[config.mk]
export PLATFORM = sky130hd
export DESIGN_NAME = rv_decode_stage
export DESIGN_NICKNAME = d
export VERILOG_FILES = /design/src/rtl/rv_decode_pkg.sv /design/src/rtl/rv_load_scoreboard.sv /design/src/rtl/rv_decode_stage.sv
export SDC_FILE = /design/constraint.sdc
export NUM_CORES = 1
export LEC_CHECK = 0
export ABC_AREA = 0
export BUFFER_PORTS_ARGS = -buffer_cell sky130_fd_sc_hd__buf_2
export CORE_MARGIN = 4
export CORE_UTILIZATION = 40
export CTS_CLUSTER_SIZE = 25
export DETAILED_ROUTE_END_ITERATION = 8
export PLACE_DENSITY = 0.63
export SLEW_MARGIN = 5
export SYNTH_ARGS = -nofsm -noshare
export SYNTH_HDL_FRONTEND = slang
export SYNTH_HIERARCHICAL = 1
export SYNTH_SLANG_ARGS = --single-unit
export TNS_END_PERCENT = 5
[constraint.sdc]
create_clock -name clk -period 3.05 [get_ports clk]
set_input_delay 0.305 -clock clk [delete_from_list [all_inputs] [get_ports clk]]
set_output_delay 0.305 -clock clk [all_outputs]
set_load 0.03 [all_outputs]
[src/rtl/rv_decode_pkg.sv]
// rv_decode_pkg: shared opcodes, ALU/jump codes and the decoded bundle type for the RV32I decode stage.
package rv_decode_pkg;
  localparam int DEF_XLEN = 32;
  localparam int DEF_REG_AW = 5;
  localparam logic [6:0] OPC_OP     = 7'b0110011;
  localparam logic [6:0] OPC_OP_IMM = 7'b0010011;
  localparam logic [6:0] OPC_BRANCH = 7'b1100011;
  localparam logic [6:0] OPC_JAL    = 7'b1101111;
  localparam logic [6:0] OPC_JALR   = 7'b1100111;
  localparam logic [6:0] OPC_LUI    = 7'b0110111;
  localparam logic [6:0] OPC_AUIPC  = 7'b0010111;
  localparam logic [6:0] OPC_LOAD   = 7'b0000011;
  localparam logic [6:0] OPC_STORE  = 7'b0100011;
  localparam logic [9:0] ALU_ADD   = 10'h000;
  localparam logic [9:0] ALU_SUB   = 10'h100;
  localparam logic [9:0] ALU_LUI   = 10'h3F8;
  localparam logic [9:0] ALU_AUIPC = 10'h3F9;
  localparam logic [2:0] JAL_BITS  = 3'b010;
  localparam logic [2:0] JALR_BITS = 3'b011;
  typedef struct packed {
    logic [9:0]              alu_ctrl;
    logic [DEF_XLEN-1:0]     imm;
    logic                    imm_en;
    logic [DEF_REG_AW:0]     sel_a;
    logic [DEF_REG_AW-1:0]   sel_b;
    logic [DEF_REG_AW-1:0]   sel_out;
    logic [2:0]              jmp_type;
    logic                    new_jmp;
    logic [DEF_REG_AW+3:0]   lam_ctrl;
    logic                    lam_new;
    logic                    demux_alu;
    logic                    illegal;
  } bundle_t;
endpackage

[src/rtl/rv_load_scoreboard.sv]
// rv_load_scoreboard: one busy bit per register for loads in flight; set wins over a same-cycle clear, x0 never busy.
module rv_load_scoreboard #(
  parameter int REG_AW = 5
) (
  input  logic              clk,
  input  logic              rst,
  input  logic              set_i,
  input  logic [REG_AW-1:0] set_rd_i,
  input  logic              clr_i,
  input  logic [REG_AW-1:0] clr_rd_i,
  input  logic [REG_AW-1:0] rd_a_i,
  input  logic [REG_AW-1:0] rd_b_i,
  output logic              busy_a_o,
  output logic              busy_b_o
);
  localparam int N = 1 << REG_AW;
  logic [N-1:0] busy_q, busy_d;
  always_comb begin
    busy_d = busy_q;
    if (clr_i) busy_d[clr_rd_i] = 1'b0;
    if (set_i) busy_d[set_rd_i] = 1'b1;
    busy_d[0] = 1'b0;
  end
  always_ff @(posedge clk or posedge rst) begin
    if (rst) busy_q <= '0;
    else     busy_q <= busy_d;
  end
  assign busy_a_o = busy_q[rd_a_i];
  assign busy_b_o = busy_q[rd_b_i];
endmodule

[src/rtl/rv_decode_stage.sv]
// rv_decode_stage: registered RV32I decoder with valid/ready handshakes, flush, optional M ops and load-use stalls.
module rv_decode_stage
  import rv_decode_pkg::*;
#(
  parameter int XLEN       = DEF_XLEN,
  parameter int REG_AW     = DEF_REG_AW,
  parameter bit ENABLE_M   = 1'b0,
  parameter bit SCOREBOARD = 1'b1
) (
  input  logic              clk,
  input  logic              rst,
  input  logic              in_valid,
  output logic              in_ready,
  input  logic [31:0]       in_instr,
  input  logic [XLEN-1:0]   in_pc,
  input  logic              flush,
  output logic              out_valid,
  input  logic              out_ready,
  output logic [XLEN-1:0]   out_pc,
  output logic [9:0]        alu_ctrl,
  output logic [XLEN-1:0]   imm,
  output logic              imm_en,
  output logic [REG_AW:0]   sel_a,
  output logic [REG_AW-1:0] sel_b,
  output logic [REG_AW-1:0] sel_out,
  output logic [2:0]        jmp_type,
  output logic              new_jmp,
  output logic [REG_AW+3:0] lam_ctrl,
  output logic              lam_new,
  output logic              demux_alu,
  output logic              illegal,
  input  logic              lam_done,
  input  logic [REG_AW-1:0] lam_done_rd
);
  logic [6:0] opc, f7;
  logic [2:0] f3;
  logic [REG_AW-1:0] rd, rs1, rs2;
  logic [XLEN-1:0] imm_i, imm_s, imm_b, imm_j, imm_u;
  bundle_t dec, out_q, out_d;
  logic [XLEN-1:0] pc_q, pc_d;
  logic out_valid_q, out_valid_d, use_a, use_b, ill, hazard, accept, ld_pend;
  logic [REG_AW-1:0] ld_rd;
  assign opc = in_instr[6:0];
  assign rd  = in_instr[11:7];
  assign f3  = in_instr[14:12];
  assign rs1 = in_instr[19:15];
  assign rs2 = in_instr[24:20];
  assign f7  = in_instr[31:25];
  assign imm_i = {{20{in_instr[31]}}, in_instr[31:20]};
  assign imm_s = {{20{in_instr[31]}}, in_instr[31:25], in_instr[11:7]};
  assign imm_b = {{19{in_instr[31]}}, in_instr[31], in_instr[7], in_instr[30:25], in_instr[11:8], 1'b0};
  assign imm_j = {{11{in_instr[31]}}, in_instr[31], in_instr[19:12], in_instr[20], in_instr[30:21], 1'b0};
  assign imm_u = {in_instr[31:12], 12'b0};
  always_comb begin
    dec = '0;
    use_a = 1'b0;
    use_b = 1'b0;
    ill = 1'b0;
    case (opc)
      OPC_OP: begin
        dec.sel_a = {1'b0, rs1};
        dec.sel_b = rs2;
        dec.sel_out = rd;
        dec.alu_ctrl = {f7, f3};
        use_a = 1'b1;
        use_b = 1'b1;
        ill = !(f7 == 7'h00 || (f7 == 7'h20 && (f3 == 3'b000 || f3 == 3'b101)) || (ENABLE_M && f7 == 7'h01));
      end
      OPC_OP_IMM: begin
        dec.sel_a = {1'b0, rs1};
        dec.sel_out = rd;
        dec.imm_en = 1'b1;
        dec.imm = (f3[1:0] == 2'b01) ? XLEN'(in_instr[24:20]) : imm_i;
        dec.alu_ctrl = (f3[1:0] == 2'b01) ? {f7, f3} : {7'b0, f3};
        use_a = 1'b1;
      end
      OPC_BRANCH: begin
        dec.sel_a = {1'b0, rs1};
        dec.sel_b = rs2;
        dec.imm = imm_b;
        dec.alu_ctrl = ALU_SUB;
        dec.jmp_type = f3;
        dec.new_jmp = 1'b1;
        use_a = 1'b1;
        use_b = 1'b1;
        ill = f3[2:1] == 2'b01;
      end
      OPC_JAL: begin
        dec.imm = imm_j;
        dec.sel_out = rd;
        dec.new_jmp = 1'b1;
        dec.jmp_type = JAL_BITS;
      end
      OPC_JALR: begin
        dec.sel_a = {1'b0, rs1};
        dec.imm = imm_i;
        dec.sel_out = rd;
        dec.new_jmp = 1'b1;
        dec.jmp_type = JALR_BITS;
        use_a = 1'b1;
        ill = f3 != 3'b000;
      end
      OPC_LUI, OPC_AUIPC: begin
        dec.imm = imm_u;
        dec.sel_out = rd;
        dec.imm_en = 1'b1;
        dec.sel_a = (opc == OPC_AUIPC) ? {1'b1, {REG_AW{1'b0}}} : '0;
        dec.alu_ctrl = (opc == OPC_AUIPC) ? ALU_AUIPC : ALU_LUI;
      end
      OPC_LOAD, OPC_STORE: begin
        dec.sel_a = {1'b0, rs1};
        dec.sel_b = (opc == OPC_STORE) ? rs2 : '0;
        dec.imm = (opc == OPC_STORE) ? imm_s : imm_i;
        dec.alu_ctrl = ALU_ADD;
        dec.imm_en = 1'b1;
        dec.lam_new = 1'b1;
        dec.demux_alu = 1'b1;
        dec.lam_ctrl = (opc == OPC_STORE) ? {1'b1, f3, rs2} : {1'b0, f3, rd};
        use_a = 1'b1;
        use_b = opc == OPC_STORE;
        ill = (opc == OPC_STORE) ? f3 > 3'b010 : (f3 == 3'b011 || f3[2:1] == 2'b11);
      end
      default: ill = 1'b1;
    endcase
    if (ill) dec = '0;
    dec.illegal = ill;
  end
  // a load still sitting in the out register is not in the scoreboard yet
  assign ld_rd   = out_q.lam_ctrl[REG_AW-1:0];
  assign ld_pend = out_valid_q & out_q.lam_new & !out_q.lam_ctrl[REG_AW+3] & (|ld_rd);
  generate
    if (SCOREBOARD) begin : g_sb
      logic busy_a, busy_b;
      rv_load_scoreboard #(.REG_AW(REG_AW)) u_sb (
        .clk      (clk),
        .rst      (rst),
        .set_i    (ld_pend & out_ready),
        .set_rd_i (ld_rd),
        .clr_i    (lam_done),
        .clr_rd_i (lam_done_rd),
        .rd_a_i   (rs1),
        .rd_b_i   (rs2),
        .busy_a_o (busy_a),
        .busy_b_o (busy_b)
      );
      assign hazard = in_valid & ((use_a & (busy_a | (ld_pend & rs1 == ld_rd))) |
                                  (use_b & (busy_b | (ld_pend & rs2 == ld_rd))));
    end else begin : g_nosb
      assign hazard = 1'b0;
    end
  endgenerate
  assign in_ready = (!out_valid_q | out_ready) & !hazard & !flush;
  assign accept   = in_valid & in_ready;
  always_comb begin
    out_valid_d = flush ? 1'b0 : accept | (out_valid_q & !out_ready);
    out_d = accept ? dec : out_q;
    pc_d = accept ? in_pc : pc_q;
  end
  always_ff @(posedge clk or posedge rst) begin
    if (rst) begin
      out_valid_q <= 1'b0;
      out_q <= '0;
      pc_q <= '0;
    end else begin
      out_valid_q <= out_valid_d;
      out_q <= out_d;
      pc_q <= pc_d;
    end
  end
  assign out_valid = out_valid_q;
  assign out_pc    = pc_q;
  assign alu_ctrl  = out_q.alu_ctrl;
  assign imm       = out_q.imm;
  assign imm_en    = out_q.imm_en;
  assign sel_a     = out_q.sel_a;
  assign sel_b     = out_q.sel_b;
  assign sel_out   = out_q.sel_out;
  assign jmp_type  = out_q.jmp_type;
  assign new_jmp   = out_q.new_jmp;
  assign lam_ctrl  = out_q.lam_ctrl;
  assign lam_new   = out_q.lam_new;
  assign demux_alu = out_q.demux_alu;
  assign illegal   = out_q.illegal;
endmodule

==> run summary <==
MIN PATH
--------------------------------------------------------------------------------------------
Class of the tightest hold or removal check                                     primary input to async pin

TIMING
--------------------------------------------------------------------------------------------
Post-Route Skew                                                                   0.00717 ns
Setup repair after global routing missed its margin                                    false
Maximum clock frequency                                                            0.345 GHz
Number of setup violations in the final report                                             0
Actual slew at the worst max-slew pin                                                1.07 ns
Clock period minus worst slack                                                       2.90 ns
Rel. slew slack                                                                        0.285
Max Slew Vio Count                                                                         0
Final period util                                                                      0.950
Sum of negative setup slack                                                             0 ns
Final hold violation count                                                                 0

CTS
--------------------------------------------------------------------------------------------
Root buffer cell                                                                sky130_fd_sc_hd__clkbuf_16
CTS tree                                                                               built
Clock sinks                                                                              138
Count of buffers added by post-CTS timing repair for setup                                 0
Total of cells resized after clock tree synthesis                                          0
H-tree levels                                                                              4
Clock buffer count from CTS                                                               17
Post-cts hold buffer count                                                                 0
Clk slew on worst S/H paths                                                          0.06 ns
Bufs on Longest Clock Path                                                                 2
Clock latency on the worst-skew pair                                                 0.42 ns

PLACEMENT
--------------------------------------------------------------------------------------------
Final weighted congestion in routability-driven placement                              0.852
Count of buffers from port buffering                                                     183
HPWL after detailed placement                                                        14.7 mm

FLOORPLANNING
--------------------------------------------------------------------------------------------
Number of primary I/O pins                                                               184
Die X                                                                                 143 um
Starting Density                                                                       0.407
Total die area                                                                    20500 um^2
Core Region                                                                       18000 um^2
Vertical die dimension                                                                143 um
Placement row count                                                                       49

SYNTHESIS
--------------------------------------------------------------------------------------------
Synthesized netlist net count                                                            761
Number of synthesis warnings                                                               6
Compound-gate portion of the synthesized area                                          0.121
Main synth FF type                                                              sky130_fd_sc_hd__dfrtp_1
Avg Inst Size Synth                                                                10.6 um^2
Part of the Yosys area used for sequential elements                                    0.473
Mux cell area share after synthesis                                                    0.210
XOR/XNOR Fraction of Synth Area                                                       0.0132
Number of cells produced by synthesis                                                    686
Number of synthesized flops with an enable pin                                             0
Number of distinct standard cells referenced by the synthesized netlist                   56
Adder and majority cell fraction of the synthesized area                                   0
Basic-gate share of the synthesized area counting and, or, nand and nor cells          0.133
Number of register bits inferred by synthesis                                            138
Main combinational cell family by area after synthesis                          multiplexers
Async SR Flop Fraction                                                                  1.00
Cell area after technology mapping                                                 7300 um^2

CRITICAL PATH
--------------------------------------------------------------------------------------------
Start-to-end type of the worst setup path                                       flop to primary output
Capturing element type of the critical path                                     primary output
Largest fanout of any net on the critical path                                             3
Worst reg2reg path depth                                                                   8
Crit path arrival time                                                               2.59 ns
CP required                                                                          2.74 ns
Sort of element at the start of the critical path                                       flop
FF-to-FF End                                                                     alu_ctrl[0]
Setup slack of the worst register-to-register path                                   0.54 ns
Launch point of the worst reg-to-reg path                                       g_sb.u_sb/busy_q[20]

GRT
--------------------------------------------------------------------------------------------
Number of antenna violations at the first check in global routing                          1
Pin count of the biggest net entering global routing                                      73
Tot GR Track Use                                                                       0.201
Vias in the first global route                                                          5947
GRT overflow                                                                               0
Wire length of the first global-routing pass                                         32.4 mm

ROUTE
--------------------------------------------------------------------------------------------
Number of nets with antenna violations after routing                                       0
Iteration count of the initial detailed-routing pass                                       7
Detailed router's first-iteration violation count                                        475
Remaining design rule violation count                                                      0
Total number of vias                                                                    5936
Wire length reported by the detailed router                                          20.3 mm
Routed WL per cell                                                                   18.4 um
Detailed-route vias per instance                                                        5.36

PWR
--------------------------------------------------------------------------------------------
P_leak                                                                               4.52 nW
VDD IR-drop max                                                                     0.395 mV
Total power density per cell area                                                527 nW/um^2

FINISH
--------------------------------------------------------------------------------------------
Utilization after layout                                                               0.507
Layout cells sized above 1                                                             0.373
Final layout net count                                                                   940
Area growth, synth to finish                                                           24.6%

RUN
--------------------------------------------------------------------------------------------
Number of max-cap violations                                                               0

OUTCOME
--------------------------------------------------------------------------------------------
Outcome                                                                         finished, final reports clean

[Yosys cell counts (2+ instances only)]
| master | count | area (um^2) |
|---|---|---|
| sky130_fd_sc_hd__a211oi_1 | 4 | 30.0 |
| sky130_fd_sc_hd__a21o_1 | 9 | 67.6 |
| sky130_fd_sc_hd__a21oi_1 | 24 | 120 |
| sky130_fd_sc_hd__a22oi_1 | 8 | 60.1 |
| sky130_fd_sc_hd__and2_1 | 10 | 62.6 |
| sky130_fd_sc_hd__and3_1 | 12 | 75.1 |
| sky130_fd_sc_hd__buf_1 | 6 | 22.5 |
| sky130_fd_sc_hd__buf_2 | 19 | 95.1 |
| sky130_fd_sc_hd__buf_4 | 3 | 22.5 |
| sky130_fd_sc_hd__buf_6 | 2 | 22.5 |
| sky130_fd_sc_hd__clkbuf_1 | 11 | 41.3 |
| sky130_fd_sc_hd__dfrtp_1 | 138 | 3450 |
| sky130_fd_sc_hd__inv_1 | 43 | 161 |
| sky130_fd_sc_hd__mux2_2 | 67 | 754 |
| sky130_fd_sc_hd__mux2_4 | 3 | 45.0 |
| sky130_fd_sc_hd__mux2i_1 | 59 | 591 |
| sky130_fd_sc_hd__mux4_2 | 6 | 135 |
| sky130_fd_sc_hd__nand2_1 | 29 | 109 |
| sky130_fd_sc_hd__nand2b_1 | 8 | 50.1 |
| sky130_fd_sc_hd__nand3_1 | 16 | 80.1 |
| sky130_fd_sc_hd__nand3b_1 | 12 | 90.1 |
| sky130_fd_sc_hd__nand4_1 | 25 | 156 |
| sky130_fd_sc_hd__nor2_1 | 22 | 82.6 |
| sky130_fd_sc_hd__nor2b_1 | 9 | 56.3 |
| sky130_fd_sc_hd__nor3_1 | 5 | 25.0 |
| sky130_fd_sc_hd__nor4_1 | 4 | 25.0 |
| sky130_fd_sc_hd__o2111ai_1 | 3 | 26.3 |
| sky130_fd_sc_hd__o211ai_1 | 2 | 15.0 |
| sky130_fd_sc_hd__o21a_1 | 4 | 30.0 |
| sky130_fd_sc_hd__o21ai_0 | 77 | 385 |
| sky130_fd_sc_hd__o21ai_2 | 3 | 26.3 |
| sky130_fd_sc_hd__o31ai_1 | 3 | 22.5 |
| sky130_fd_sc_hd__or3_1 | 3 | 18.8 |
| sky130_fd_sc_hd__or3b_2 | 6 | 52.6 |
| sky130_fd_sc_hd__xnor2_1 | 7 | 61.3 |
| sky130_fd_sc_hd__xor2_1 | 4 | 35.0 |
[through the flow]
| stage | power [W] | hold slack, ns | setup WS (ns) | instances | cell area, um^2 |
|---|---|---|---|---|---|
| floorplan | 0.00246 | 0.368 | 0.259 | 686 | 7310 |
| global placement | 0.00270 | 0.478 | 0.342 | 1075 | 8490 |
| detailed placement | 0.00271 | 0.479 | 0.260 | 1075 | 8490 |
| CTS | 0.00486 | 0.0693 | 0.112 | 1106 | 9100 |
| global route | 0.00501 | 0.102 | 0.0166 | 1107 | 9100 |
| finish | 0.00480 | 0.0553 | 0.152 | 1107 | 9100 |
[registers in the layout, summed over array words and instances, names as in the netlist]
register          count
alu_ctrl             10
g_sb.u_sb/busy_q     31
illegal               1
imm                  32
imm_en                1
jmp_type              3
lam_ctrl              9
lam_new               1
new_jmp               1
out_pc               32
out_valid             1
sel_a                 6
sel_b                 5
sel_out               5
[routing by layer]
metal	vias to the layer above	routed length (um)	global-route usage
li1	2837	-	-
met1	2862	9020	0.278
met2	216	9370	0.311
met3	21	1540	0.0506
met4	0	402	0.0640
met5	-	0	0
[worst max path at each step]
stage / cells after the start / end / slack (ns) / start
global placement: 7 / alu_ctrl[0] / 0.34 / in_instr[6]
CTS: 8 / in_ready / 0.11 / g_sb.u_sb/busy_q[20]
floorplan: 6 / in_ready / 0.26 / lam_ctrl[2]
finish: 8 / in_ready / 0.15 / g_sb.u_sb/busy_q[20]
global route: 8 / in_ready / 0.02 / g_sb.u_sb/busy_q[6]
detailed placement: 7 / alu_ctrl[0] / 0.26 / in_instr[6]
[worst max-delay path, cell delays in order (launching register included)]
cell	delay [ns]
sky130_fd_sc_hd__dfrtp_1	0.40
sky130_fd_sc_hd__mux4_2	0.46
sky130_fd_sc_hd__nand2b_1	0.17
sky130_fd_sc_hd__o2111ai_1	0.12
sky130_fd_sc_hd__nand4_1	0.14
sky130_fd_sc_hd__o21ai_2	0.27
sky130_fd_sc_hd__nand2_1	0.12
sky130_fd_sc_hd__a221oi_1	0.26
sky130_fd_sc_hd__buf_2	0.24
[layout make-up]
cell class,instances,area (um^2)
fillers,1644,8860
multi-input cells,464,3500
flip-flops and latches,138,3450
repair buffers,201,1090
clock buffers,18,439
well taps,229,287
clock inverters,13,169
inverters,43,165
diodes,1,2.50
[report_power, final]
part	switching [W]	internal [W]
combinational	0.000448	0.000252
sequential	0.0000519	0.00193
clock	0.000812	0.00131
total	0.00131	0.00349
[placed cells by master, fill, tap and decap left out, drive strengths merged, types with 8 or more instances in the layout]
cell and instances:
buf 201, dfrtp 138, o21ai 80, mux2 71, mux2i 59, inv 44, nand2 29, nand4 26
a21oi 24, nor2 22, clkbuf 18, nand3 16, and3 12, nand3b 12, and2 10, a21o 9
nor2b 9, nand2b 8, a22oi 8
[cell families after synthesis]
family                 count (synthesis)
XOR/XNOR                              11
AND/OR/NAND/NOR                      170
flip-flops                           138
AO/OA/AOI/OAI                        147
buffers and inverters                 84
multiplexers                         136
Note: power is estimated with default switching activity, not from simulation.
